`src/rtl/mmu_pkg.sv`:
```
// Shared MMU definitions: flush FSM states, flush-mode encodings and the
// opcode/funct constants used to recognise sfence.vma and fence.i.
package mmu_pkg;

  typedef enum logic [1:0] {
    ST_IDLE = 2'd0,
    ST_WAIT = 2'd1,
    ST_DONE = 2'd2
  } flush_state_e;

  // Bit 1 = vaddr-qualified, bit 0 = ASID-qualified; 00 flushes everything.
  typedef enum logic [1:0] {
    FM_ALL        = 2'b00,
    FM_ASID       = 2'b01,
    FM_VADDR      = 2'b10,
    FM_VADDR_ASID = 2'b11
  } flush_mode_e;

  localparam logic [6:0] SFENCE_FUNCT7 = 7'b0001001;
  localparam logic [2:0] SFENCE_FUNCT3 = 3'b000;
  localparam logic [6:0] OPC_SYSTEM    = 7'b1110011;
  localparam logic [6:0] OPC_MISC_MEM  = 7'b0001111;
  localparam logic [2:0] FENCEI_FUNCT3 = 3'b001;

  function automatic flush_mode_e sfence_mode(input logic [4:0] rs1, input logic [4:0] rs2);
    return flush_mode_e'({rs1 != 5'd0, rs2 != 5'd0});
  endfunction

endpackage

```
`src/rtl/flush_ctrl_if.sv`:
```
// Flush request/acknowledge bundle between flush_ctrl (master) and the
// TLB channels plus I-cache (slave).
interface flush_ctrl_if #(
  parameter int XLEN    = 64,
  parameter int ASID_W  = 16,
  parameter int NUM_TLB = 2
);

  logic [NUM_TLB-1:0] tlb_flush_req;
  logic [NUM_TLB-1:0] tlb_flush_ack;
  logic [1:0]         tlb_flush_mode;
  logic [XLEN-1:0]    tlb_flush_vaddr;
  logic [ASID_W-1:0]  tlb_flush_asid;
  logic               icache_flush_req;
  logic               icache_flush_ack;

  modport master (
    output tlb_flush_req,
    output tlb_flush_mode,
    output tlb_flush_vaddr,
    output tlb_flush_asid,
    output icache_flush_req,
    input  tlb_flush_ack,
    input  icache_flush_ack
  );

  modport slave (
    input  tlb_flush_req,
    input  tlb_flush_mode,
    input  tlb_flush_vaddr,
    input  tlb_flush_asid,
    input  icache_flush_req,
    output tlb_flush_ack,
    output icache_flush_ack
  );

endinterface

```
`src/rtl/flush_decode.sv`:
```
// Combinational MEM-stage decode of sfence.vma / fence.i and the TLB flush
// mode, with a coincident satp write forcing a full flush.
module flush_decode
  import mmu_pkg::*;
(
  input  logic        mem_valid,
  input  logic [31:0] mem_inst,
  input  logic        satp_we,
  output logic        is_sfence,
  output logic        is_fencei,
  output flush_mode_e mode
);

  always_comb begin
    // NOTE: every output gets a default before any condition so no latch is inferred.
    is_sfence = 1'b0;
    is_fencei = 1'b0;
    mode      = FM_ALL;

    if (mem_valid) begin
      is_sfence = (mem_inst[31:25] == SFENCE_FUNCT7) &&
                  (mem_inst[14:12] == SFENCE_FUNCT3) &&
                  (mem_inst[11:7]  == 5'd0)          &&
                  (mem_inst[6:0]   == OPC_SYSTEM);
      is_fencei = (mem_inst[14:12] == FENCEI_FUNCT3) &&
                  (mem_inst[6:0]   == OPC_MISC_MEM);
    end

    // A satp write invalidates every translation, so it overrides any qualifier.
    if (is_sfence && !satp_we) begin
      mode = sfence_mode(mem_inst[19:15], mem_inst[24:20]);
    end
  end

endmodule

```
`src/rtl/flush_ctrl.sv`:
```
// MEM-stage flush controller: stalls the pipe on sfence.vma / fence.i / satp
// writes, runs the TLB and I-cache flush handshake, then pulses pipe_flush.
module flush_ctrl
  import mmu_pkg::*;
#(
  parameter int XLEN        = 64,
  parameter int ASID_W      = 16,
  parameter int NUM_TLB     = 2,
  parameter int TIMEOUT_CYC = 255
) (
  input  logic            clk,
  input  logic            rst,
  input  logic            mem_valid,
  input  logic [31:0]     mem_inst,
  input  logic [XLEN-1:0] mem_pc,
  input  logic [XLEN-1:0] mem_rs1_val,
  input  logic [XLEN-1:0] mem_rs2_val,
  input  logic            satp_we,
  flush_ctrl_if.master    flush_if,
  output logic            stall,
  output logic            pipe_flush,
  output logic [XLEN-1:0] redirect_pc,
  output logic            timeout_err
);

  localparam int TMR_W  = $clog2(TIMEOUT_CYC + 1);
  localparam int PEND_W = NUM_TLB + 1;

  logic        is_sfence;
  logic        is_fencei;
  flush_mode_e dec_mode;
  logic        tlb_trig;
  logic        trigger;

  flush_state_e      state_q;
  logic [PEND_W-1:0] pending_q, pending_d;
  logic [TMR_W-1:0]  timer_q, timer_d;
  flush_mode_e       mode_q;
  logic [XLEN-1:0]   vaddr_q;
  logic [ASID_W-1:0] asid_q;
  logic [XLEN-1:0]   redirect_q;
  logic              pipe_flush_q;
  logic              timeout_q;
  logic [PEND_W-1:0] ack_vec;
  logic              unused_rs2_hi;

  flush_decode u_decode (
    .mem_valid (mem_valid),
    .mem_inst  (mem_inst),
    .satp_we   (satp_we),
    .is_sfence (is_sfence),
    .is_fencei (is_fencei),
    .mode      (dec_mode)
  );

  assign tlb_trig = is_sfence | satp_we;
  assign trigger  = tlb_trig | is_fencei;

  // Pending bit NUM_TLB tracks the I-cache; the rest are the TLB channels.
  assign ack_vec   = {flush_if.icache_flush_ack, flush_if.tlb_flush_ack};
  assign pending_d = pending_q & ~ack_vec;
  assign timer_d   = timer_q + TMR_W'(1);

  always_ff @(posedge clk or posedge rst) begin
    if (rst) begin
      state_q      <= ST_IDLE;
      pending_q    <= '0;
      timer_q      <= '0;
      mode_q       <= FM_ALL;
      vaddr_q      <= '0;
      asid_q       <= '0;
      redirect_q   <= '0;
      pipe_flush_q <= 1'b0;
      timeout_q    <= 1'b0;
    end else begin
      // NOTE: non-blocking assignments so every register samples pre-edge values.
      pipe_flush_q <= 1'b0;
      case (state_q)
        ST_IDLE: begin
          if (trigger) begin
            mode_q     <= dec_mode;
            vaddr_q    <= mem_rs1_val;
            asid_q     <= mem_rs2_val[ASID_W-1:0];
            redirect_q <= mem_pc + XLEN'(4);
            pending_q  <= {is_fencei, {NUM_TLB{tlb_trig}}};
            timer_q    <= '0;
            state_q    <= ST_WAIT;
          end
        end
        ST_WAIT: begin
          timer_q <= timer_d;
          if (pending_d == '0) begin
            pending_q    <= '0;
            pipe_flush_q <= 1'b1;
            state_q      <= ST_DONE;
          end else if (timer_q == TMR_W'(TIMEOUT_CYC - 1)) begin
            // An agent that never answers must not hang the pipeline forever.
            pending_q    <= '0;
            timeout_q    <= 1'b1;
            pipe_flush_q <= 1'b1;
            state_q      <= ST_DONE;
          end else begin
            pending_q <= pending_d;
          end
        end
        ST_DONE: state_q <= ST_IDLE;
        default: state_q <= ST_IDLE;
      endcase
    end
  end

  assign flush_if.tlb_flush_req    = pending_q[NUM_TLB-1:0];
  assign flush_if.icache_flush_req = pending_q[NUM_TLB];
  assign flush_if.tlb_flush_mode   = mode_q;
  assign flush_if.tlb_flush_vaddr  = vaddr_q;
  assign flush_if.tlb_flush_asid   = asid_q;

  // Stall must rise in the trigger cycle itself, before the FSM has moved.
  assign stall       = (trigger && (state_q == ST_IDLE)) || (state_q != ST_IDLE);
  assign pipe_flush  = pipe_flush_q;
  assign redirect_pc = redirect_q;
  assign timeout_err = timeout_q;

  assign unused_rs2_hi = ^mem_rs2_val[XLEN-1:ASID_W];

endmodule

```
`src/flat_wrapper.sv`:
```
// flat-port wrapper written by rule: the top's interface ports become plain ports
module flush_ctrl_flat import mmu_pkg::*;
#(
  parameter int XLEN        = 64,
  parameter int ASID_W      = 16,
  parameter int NUM_TLB     = 2,
  parameter int TIMEOUT_CYC = 255
)
  (clk, rst, mem_valid, mem_inst, mem_pc, mem_rs1_val, mem_rs2_val, satp_we, stall, pipe_flush, redirect_pc, timeout_err, flush_if_tlb_flush_req, flush_if_tlb_flush_mode, flush_if_tlb_flush_vaddr, flush_if_tlb_flush_asid, flush_if_icache_flush_req, flush_if_tlb_flush_ack, flush_if_icache_flush_ack);
  flush_ctrl_if #(.XLEN(XLEN), .ASID_W(ASID_W), .NUM_TLB(NUM_TLB)) flush_if_i ();
  input  logic clk;
  input  logic rst;
  input  logic mem_valid;
  input  logic [31:0] mem_inst;
  input  logic [XLEN-1:0] mem_pc;
  input  logic [XLEN-1:0] mem_rs1_val;
  input  logic [XLEN-1:0] mem_rs2_val;
  input  logic satp_we;
  output logic stall;
  output logic pipe_flush;
  output logic [XLEN-1:0] redirect_pc;
  output logic timeout_err;
  output wire logic [$bits(flush_if_i.tlb_flush_req)-1:0] flush_if_tlb_flush_req;
  output wire logic [$bits(flush_if_i.tlb_flush_mode)-1:0] flush_if_tlb_flush_mode;
  output wire logic [$bits(flush_if_i.tlb_flush_vaddr)-1:0] flush_if_tlb_flush_vaddr;
  output wire logic [$bits(flush_if_i.tlb_flush_asid)-1:0] flush_if_tlb_flush_asid;
  output wire logic [$bits(flush_if_i.icache_flush_req)-1:0] flush_if_icache_flush_req;
  input wire logic [$bits(flush_if_i.tlb_flush_ack)-1:0] flush_if_tlb_flush_ack;
  input wire logic [$bits(flush_if_i.icache_flush_ack)-1:0] flush_if_icache_flush_ack;
  assign flush_if_tlb_flush_req = flush_if_i.tlb_flush_req;
  assign flush_if_tlb_flush_mode = flush_if_i.tlb_flush_mode;
  assign flush_if_tlb_flush_vaddr = flush_if_i.tlb_flush_vaddr;
  assign flush_if_tlb_flush_asid = flush_if_i.tlb_flush_asid;
  assign flush_if_icache_flush_req = flush_if_i.icache_flush_req;
  assign flush_if_i.tlb_flush_ack = flush_if_tlb_flush_ack;
  assign flush_if_i.icache_flush_ack = flush_if_icache_flush_ack;
  flush_ctrl #(.XLEN(XLEN), .ASID_W(ASID_W), .NUM_TLB(NUM_TLB), .TIMEOUT_CYC(TIMEOUT_CYC)) u_core (.clk(clk), .rst(rst), .mem_valid(mem_valid), .mem_inst(mem_inst), .mem_pc(mem_pc), .mem_rs1_val(mem_rs1_val), .mem_rs2_val(mem_rs2_val), .satp_we(satp_we), .flush_if(flush_if_i), .stall(stall), .pipe_flush(pipe_flush), .redirect_pc(redirect_pc), .timeout_err(timeout_err));
endmodule
```
`config.mk`:
```
export PLATFORM = sky130hd
export DESIGN_NAME = flush_ctrl_flat
export DESIGN_NICKNAME = d
export VERILOG_FILES = /design/src/rtl/mmu_pkg.sv /design/src/rtl/flush_ctrl_if.sv /design/src/rtl/flush_decode.sv /design/src/rtl/flush_ctrl.sv /design/src/flat_wrapper.sv
export SDC_FILE = /design/constraint.sdc
export NUM_CORES = 1
export LEC_CHECK = 0
export BUFFER_PORTS_ARGS = -buffer_cell sky130_fd_sc_hd__buf_2
export CAP_MARGIN = 5
export CORE_ASPECT_RATIO = 0.5
export CORE_MARGIN = 2
export CORE_UTILIZATION = 35
export DETAILED_ROUTE_END_ITERATION = 12
export PLACE_DENSITY = 0.74
export RECOVER_POWER = 50
export SLEW_MARGIN = 25
export SYNTH_ARGS = -nofsm -noshare
export SYNTH_HDL_FRONTEND = slang
export SYNTH_SLANG_ARGS = --single-unit
```
`constraint.sdc`:
```
create_clock -name clk -period 8 [get_ports clk]
set_clock_uncertainty 0.2 [all_clocks]
set_input_delay 0.4 -clock clk [delete_from_list [all_inputs] [get_ports clk]]
set_output_delay 0.4 -clock clk [all_outputs]
set_load 0.02 [all_outputs]
```
======== After elaboration in Yosys (flattened, before gate mapping) ========
Cells that the tools add are included.
word-level totals
  register bits ........................... 161
  output and inout port bits .............. 152
  word-level logic and storage cells ...... 60
operators by class
  add/sub/neg operators ................... 2
  equality and inequality tests ........... 8
  mux-type cells .......................... 16
  bitwise logic cells ..................... 5
  reduce and logical (&&, ||, !) cells .... 20
operator list
  kind                     number
  $add A64 B3 Y64 const B  1
  $pmux W8 S2              1
  $eq A7 B4 Y1 const B     2
  $reduce_bool A5 Y1       2
  $mux W3                  3
  $add A8 B1 Y8 const B    1
  $eq A8 B8 Y1 const B     1
  $mux W2                  4
  $mux W8                  1
  $eq A7 B7 Y1 const B     1
  $logic_and A1 B1 Y1      6
  $logic_not A3 Y1         2
  $pmux W3 S2              1
  $reduce_and A2 Y1        3
  $logic_not A5 Y1         1
  $mux W1                  5
  $pmux W2 S2              1
  $reduce_bool A2 Y1       2
  $and A3 B3 Y3            1
  $eq A3 B1 Y1 const B     1
  $ne A3 B1 Y1 const B     1
  $not A3 Y3               1
  $reduce_and A3 Y1        1
  $eq A2 B1 Y1 const B     1
  other kinds (6)          7

======== Depth between registers and ports, before layout ========
Gate-level depths: netlist of run 1.
  depth in word-level cells ............... 9
  depth in mapped cells ................... 10
  mapped depth without buffers ............ 7

======== Cells and area by module ========
A second synthesis of run 1 with hierarchy kept.
unflattened totals
  cells, all modules ...................... 852
  area total of the unflattened synthesis .. 7428.4 sq um
by module, submodules not included
  module        times used  cells each  area an instance (sq um)  seq. area each (sq um)
  flush_ctrl    1           834         7308.3                    4028.9
  flush_decode  1           18          120.1                     0.0

======== Least setup slack after synthesis of run 1 ========
OpenSTA, ideal clock, no wires.
  path type ............................... input-to-reg
  start ................................... input port mem_inst[10]
  end ..................................... register u_core.asid_q[14], in the netlist u_core.flush_if.tlb_flush_asid[14]
  arrival time ............................ 2.314 ns
  slack ................................... 5.360 ns
  stages .................................. 8
  path buffers ............................ 3
  cell sequence ........................... or4_4 -> nor3_4 -> a41oi_2 -> a211o_1 -> buf_6 -> buf_12 -> buf_8 -> mux2_4
on the way
  word-level cells in the longest chain between the ends .. 7
ends and longest elaborated chain
  item                         line                source
  start: declaration           flat_wrapper.sv:14  input logic [31:0] mem_inst;
  $logic_not A5 Y1             flush_decode.sv:23  (mem_inst[11:7] == 5'd0) &&
  $logic_and A1 B1 Y1          flush_decode.sv:22  (mem_inst[14:12] == SFENCE_FUNCT3) &&
  $logic_and A1 B1 Y1          flush_decode.sv:23
  $mux W1                      flush_decode.sv:20  if (mem_valid) begin
  $or A1 B1 Y1                 flush_ctrl.sv:56    assign tlb_trig = is_sfence | satp_we;
  $or A1 B1 Y1                 flush_ctrl.sv:57    assign trigger = tlb_trig | is_fencei;
  $reduce_and A2 Y1 (no line)  -
  end signal: assignment       flush_ctrl.sv:83    asid_q <= mem_rs2_val[ASID_W-1:0];
  end: declaration             flush_ctrl.sv:40    logic [ASID_W-1:0] asid_q;
No other way between the ends.
A chain may end at the register's enable or synchronous reset.

==> results of run 1 <==
layer usage:
| metal | vias up | wire [um] |
|---|---|---|
| li1 | 3094 | - |
| met4 | 4 | 595 |
| met3 | 50 | 920 |
| met1 | 3186 | 9810 |
| met2 | 149 | 11800 |
| met5 | - | 16 |
worst max-delay path, cell delays in order:
cell and delay (ns):
clkbuf_1 0.09, clkinvlp_2 2.41, buf_4 0.99
logic make-up (layout without fill, tap and decap cells):
| family | after synthesis | count (layout) | synth area share (%) |
|---|---|---|---|
| and+or+nand+nor | 220 | 220 | 14.6 |
| DFF | 161 | 161 | 52.4 |
| AOI/OAI and AO/OA | 88 | 88 | 6.20 |
| muxes | 83 | 83 | 15.2 |
| xor gates and xnor gates | 63 | 63 | 7.18 |
| buffers and inverters | 37 | 449 | 3.86 |
| adders and majority gates | 3 | 3 | 0.488 |
| other | 0 | 4 | 0 |
layout by cell type (no fill, tap or decap), drive strengths merged, types with 3 or more instances in the layout:
master       instances
nand3               36
mux2                83
dfrtp              161
and4                10
xor2                45
and2                 5
dlygate4sd3         74
xnor2               18
nor2                23
buf                198
and3                16
bufinv               4
clkinv               4
a31oi                4
clkbuf             162
inv                  4
nand4               20
o21ai               76
diode                4
clkinvlp             3
ha                   3
nor3                 9
nand2               83
or4                  4
nand4b               3
power by group through the flow:
| stage | Clock, W | Sequential, W | Combinational, W |
|---|---|---|---|
| finish | 0.000865 | 0.00146 | 0.00169 |
| global route | 0.000917 | 0.00151 | 0.00181 |
| CTS | 0.000882 | 0.00144 | 0.00180 |
| detailed placement | 0 | 0.00145 | 0.00177 |
| global placement | 0 | 0.00143 | 0.00173 |
| floorplan | 0 | 0.00188 | 0.000763 |
through the flow:
stage | hold slack (ns) | cells | power, W | instance area [sq um]
3_5_place_dp | 0.266 | 1261 | 0.00322 | 9500
4_1_cts | 0.000909 | 1361 | 0.00412 | 10800
6_report | 0.0186 | 1371 | 0.00402 | 10700
2_1_floorplan | 0.263 | 655 | 0.00264 | 7690
5_1_grt | 0.0000696 | 1370 | 0.00424 | 10700
3_3_place_gp | 0.254 | 1261 | 0.00316 | 9500
flip-flops by register name, indices dropped and copies added, names as in the netlist:
register,flops
u_core.flush_if.tlb_flush_asid,16
u_core.flush_if.tlb_flush_mode,2
u_core.flush_if.tlb_flush_vaddr,64
u_core.pending_q,3
u_core.pipe_flush,1
u_core.redirect_pc,64
u_core.state_q,2
u_core.timeout_err,1
u_core.timer_q,8
area by class of cell:
cell class	count	area [sq um]	share of cell area, %
Clock buffer	22	454	4.25
Inverter	5	20.0	0.187
Clock inverter	10	159	1.49
Tap cell	300	375	3.51
Timing Repair Buffer	412	2270	21.2
Antenna cell	4	10.0	0.0936
Multi-Input combinational cell	457	3380	31.6
Sequential cell	161	4030	37.7
worst max path at each step:
stage,slack [ns],to,start,cells after the start
after global routing,3.51,u_core.flush_if.tlb_flush_vaddr[44],rst,3
after floorplan,3.05,u_core.flush_if.tlb_flush_asid[0],rst,1
final,4.28,u_core.flush_if.tlb_flush_vaddr[56],rst,3
after CTS,4.87,u_core.flush_if.tlb_flush_vaddr[7],mem_inst[10],7
after global placement,4.45,u_core.flush_if.tlb_flush_vaddr[36],mem_inst[10],7
after detailed placement,4.42,u_core.flush_if.tlb_flush_vaddr[37],mem_inst[10],7
==> flow_summary.toml, run 1 <==
[sta]
post-route-period-util_pct = 46.5
fmax_mhz = 269
setup_viol = 0
hold_viol_final = 0
setup_slack_ns = 4.28
fin_setup_tns_ns = 0
worst_pin_slew_ns = 4.32
fin_crit_ns = 3.72
slew_viol_final = 97
rsz0062_at_grt = "false"
max-slew-margin-rel_pct = -189

[power_and_ir_drop]
switchingPower_w = 0.00163
vdd_drop_max_v = 0.000143
p_clk_share_pct = 21.5
swShare_pct = 40.5
seqPwrFrac_pct = 36.4
combPwrFrac_pct = 42.1
leakage_nw = 4.88
intPower_w = 0.00239
p_per_area_nw_per_um2 = 376

[clock_network]
ctsRootBufferMaster = "clkbuf_16"
clock-sinks = 161
hold_buffers = 68
cts-resized-gates = 0
clk_pin_slew_ns = 0.06
worstSkewPairLatency_ns = 0.42
clk_path_buf_depth = 2
htree_levels = 4
postCtsSetupRepairBufs = 0
tritoncts = "done"
numCtsBuffers = 17

[die]
fp-row-count = 38
coreArea_sq_um = 21600
dieArea_sq_um = 23200
die-width_um = 214
start_util_pct = 35.6
die_y_um = 109
ios = 383

[min_path]
hold_depth = 2
min_from = "mem_rs1_val[44]"
worst_hold_path_type = "primary input to register"
hold_end = "u_core.flush_if.tlb_flush_vaddr[44]"

[global_routing]
antenna_found_initial = 6
grt_util_all_layers_pct = 19.2
use_met2_pct = 32.8
grt_busiest_layer = "met2"
use_met3_pct = 4.44
grtUsageMet1_pct = 23.0
grt_pass1_vias = 6600
grt_start_max_net_pins = 97
overflow = 0
grt_pass1_wl_um = 34200

[synth]
ys_warn_count = 0
postSynthCellCount = 655
ys_top_cells_by_count = "161 x dfrtp_1, 83 x nand2_1, 63 x mux2_4"
synthesis.nets = 889
synthTopCellsByArea = "dfrtp_1 52%, mux2_4 12%, xor2_1 5.1%"
synth_seq_area_share_pct = 52.4
syn-cell-area_sq_um = 7690
yosysTopAreaCell = "dfrtp_1"
syn_avg_cell_area_sq_um = 11.7
ys_async_sr_fraction_pct = 100
synth_ff_type = "dfrtp_1"
yosys.cell_types.count = 43
synth_seq_cells = 161
yosys.area.top_type_share_pct = 52.4
synth.most_common_cell = "dfrtp_1"
synth-edff-count = 0

[drt]
drc_errors = 0
finalWirelength_um = 23100
wl_per_cell_um = 16.9
num_vias = 6483
postRouteAntennaNets = 0
drt_iter0_markers = 400
vias_per_cell = 4.73
firstDrtPassIters = 4

[placement]
pre_cts_slack_ns = 4.42
io_buffers = 334
gp_congestion = 0.841
dp_hpwl_um = 16400

[setup_path]
reg2reg_slack_ns = 5.09
worst_setup_path_end_kind = "asynchronous set/reset pin"
setup.worst_path.start_class = "primary input"
reg2reg_from = "u_core.state_q[1]"
rr_endpoint = "u_core.flush_if.tlb_flush_vaddr[61]"
ff2ff_path_depth = 3
cp_data_arrival_time_ns = 3.96
path_class = "primary input to asynchronous set/reset pin"
crit_path_max_fanout = 96
worstPathRequired_ns = 8.24

[status]
failed_checks = "max-capacitance violations, max-slew violations"
status = "finished, violations left"

[cells_and_area]
layout-drive-gt1-share_pct = 29.9
fillers = 1993
layout.nets = 1288
final_core_util_pct = 49.5
area_delta_synth_final_pct = 39.2

[run]
maxCapViolCount = 1
Power figures use the tool's default switching activity.
==> run 2: changes to the inputs <==
==> constraint.sdc (replaced) <==
create_clock -name clk -period 3.45 [get_ports clk]
set_clock_uncertainty 0.2 [all_clocks]
set_input_delay 0.1725 -clock clk [delete_from_list [all_inputs] [get_ports clk]]
set_output_delay 0.1725 -clock clk [all_outputs]
set_load 0.02 [all_outputs]
==> run 2 against run 1 <==
  * The flow still finishes with violations (max-capacitance violations, max-slew violations)
  * Global-route usage is 2.1 points higher
  * Sequential power increased by 130%
  * First-iteration DRC count is 1.0% lower
  * Sequential cell count unchanged
  * Routed wire length grew 8.5%
  * Total power up 140%
  * Via count increased by 11%
  * Combinational power grew 150%
  * Critical path type is now primary input to register
  * Critical endpoint is now u_core.redirect_pc[49]
  * Largest cell class unchanged
  * Largest power group unchanged
  * Highest routed layer is now met4
==> flow_summary.toml, run 2 (synthesized netlist as in run 1, its figures left out) <==
[status]
status = "finished, violations left"
failed_checks = "max-capacitance violations, max-slew violations"

[sta]
worst_pin_slew_ns = 2.07
hold_viol_final = 0
rsz0062_at_grt = "false"
fin_crit_ns = 3.06
fin_setup_tns_ns = 0
slew_viol_final = 112
setup_viol = 0
max-slew-margin-rel_pct = -37.9
fmax_mhz = 327
post-route-period-util_pct = 88.6

[power_and_ir_drop]
intPower_w = 0.00566
p_clk_share_pct = 19.9
combPwrFrac_pct = 44.4
switchingPower_w = 0.00382
leakage_nw = 5.55
vdd_drop_max_v = 0.000435
p_per_area_nw_per_um2 = 798
swShare_pct = 40.3
p_total_w = 0.00949
seqPwrFrac_pct = 35.7

[min_path]
hold_end = "u_core.pending_q[0]"
min_from = "mem_inst[2]"
worst_hold_path_type = "primary input to register"
hold_depth = 4

[clock_network]
clk_pin_slew_ns = 0.06
numCtsBuffers = 17
ctsRootBufferMaster = "clkbuf_16"
worstSkewPairLatency_ns = 0.42
clk_path_buf_depth = 2
postCtsSetupRepairBufs = 0
clock-sinks = 161
cts-resized-gates = 0
htree_levels = 4
tritoncts = "done"

[setup_path]
rr_endpoint = "u_core.pending_q[2]"
cp-startpoint = "mem_pc[8]"
cp_data_arrival_time_ns = 3.15
reg2reg_slack_ns = 1.00
reg2reg_from = "u_core.timer_q[2]"
setup.worst_path.start_class = "primary input"
worstPathRequired_ns = 3.54
worst_setup_path_end_kind = "register"
ff2ff_path_depth = 7
crit_path_max_fanout = 6
path_class = "primary input to register"

[cells_and_area]
mostFrequentLayoutCells = "258 x buf_2, 180 x dlygate4sd3_1, 161 x dfrtp_1, 83 x nand2_1, 79 x clkbuf_1"
final_common_cell = "buf_2"
layout-drive-gt1-share_pct = 33.1
stdcell_area_sq_um = 11900
layout.nets = 1400
area_delta_synth_final_pct = 54.7

[drt]
drt_iter0_markers = 396
vias_per_cell = 4.85
finalWirelength_um = 25100
firstDrtPassIters = 5
wl_per_cell_um = 17.0
postRouteAntennaNets = 0
num_vias = 7183
drc_errors = 0

[global_routing]
use_met3_pct = 5.73
grt_pass1_wl_um = 37700
grt_start_max_net_pins = 86
grt_util_all_layers_pct = 21.3
grt_pass1_vias = 7422
overflow = 0
grtUsageMet1_pct = 23.6
antenna_found_initial = 1
grt_busiest_layer = "met2"
use_met2_pct = 37.3

[die]
fp-row-count = 38
ios = 383
die-width_um = 214
coreArea_sq_um = 21600
die_y_um = 109
start_util_pct = 35.6
dieArea_sq_um = 23200

[run]
maxCapViolCount = 2

[placement]
dp_hpwl_um = 16400
io_buffers = 334
place_area_sq_um = 9620
gp_congestion = 0.839
[run 2: power by group through the flow]
stage | clock, W | combinational, W | sequential, W
floorplan | 0 | 0.00177 | 0.00436
global placement | 0 | 0.00408 | 0.00331
detailed placement | 0 | 0.00416 | 0.00337
CTS | 0.00193 | 0.00433 | 0.00335
global route | 0.00202 | 0.00449 | 0.00350
finish | 0.00188 | 0.00421 | 0.00339
[run 2: layout make-up]
cell class,count,area (sq um)
antenna,1,2.50
tap,300,375
sequential,161,4030
timing repair buffer,524,3510
inverter,5,20.0
multi-input combinational,457,3370
clock inverter,10,109
fill,1868,9690
clock buffer,22,474
[run 2: worst max path at each step]
stage	to	depth (start not counted)
finish	u_core.redirect_pc[49]	9
global route	u_core.redirect_pc[49]	9
CTS	u_core.redirect_pc[49]	9
detailed placement	u_core.flush_if.tlb_flush_vaddr[28]	7
global placement	u_core.flush_if.tlb_flush_vaddr[34]	7
floorplan	u_core.flush_if.tlb_flush_asid[0]	1
[run 2: what timing repair did]
item                                    CTS  global route
hold endpoints to repair                311             0
endpoints found under the setup margin    0             0
hold buffers                            180             0
[run 2: critical path, stage by stage]
cell and delay, ns:
dlygate4sd3_1 0.53, buf_2 0.14, nand3_1 0.19, nand4b_1 0.35, or3_1 0.60, nor4_1 0.39, xnor2_1 0.16, dlygate4sd3_1 0.55
o21ai_0 0.06
[run 2: stage by stage]
| step | hold WS, ns | worst slack (ns) | utilization, % | cells |
|---|---|---|---|---|
| after floorplan | 0.0636 | 1.03 | - | 655 |
| after global placement | 0.133 | 0.534 | 44.6 | 1267 |
| after detailed placement | 0.146 | 0.496 | 44.6 | 1267 |
| after CTS | 0.206 | 0.422 | 55.6 | 1479 |
| after global routing | 0.230 | 0.252 | 55.1 | 1479 |
| final | 0.216 | 0.395 | 55.1 | 1480 |
[run 2: routing by layer]
layer,part of all wire (%),wire (um)
met5,0,0
met4,4.7,1180
met1,38,9650
met2,52,12900
met3,5.3,1340
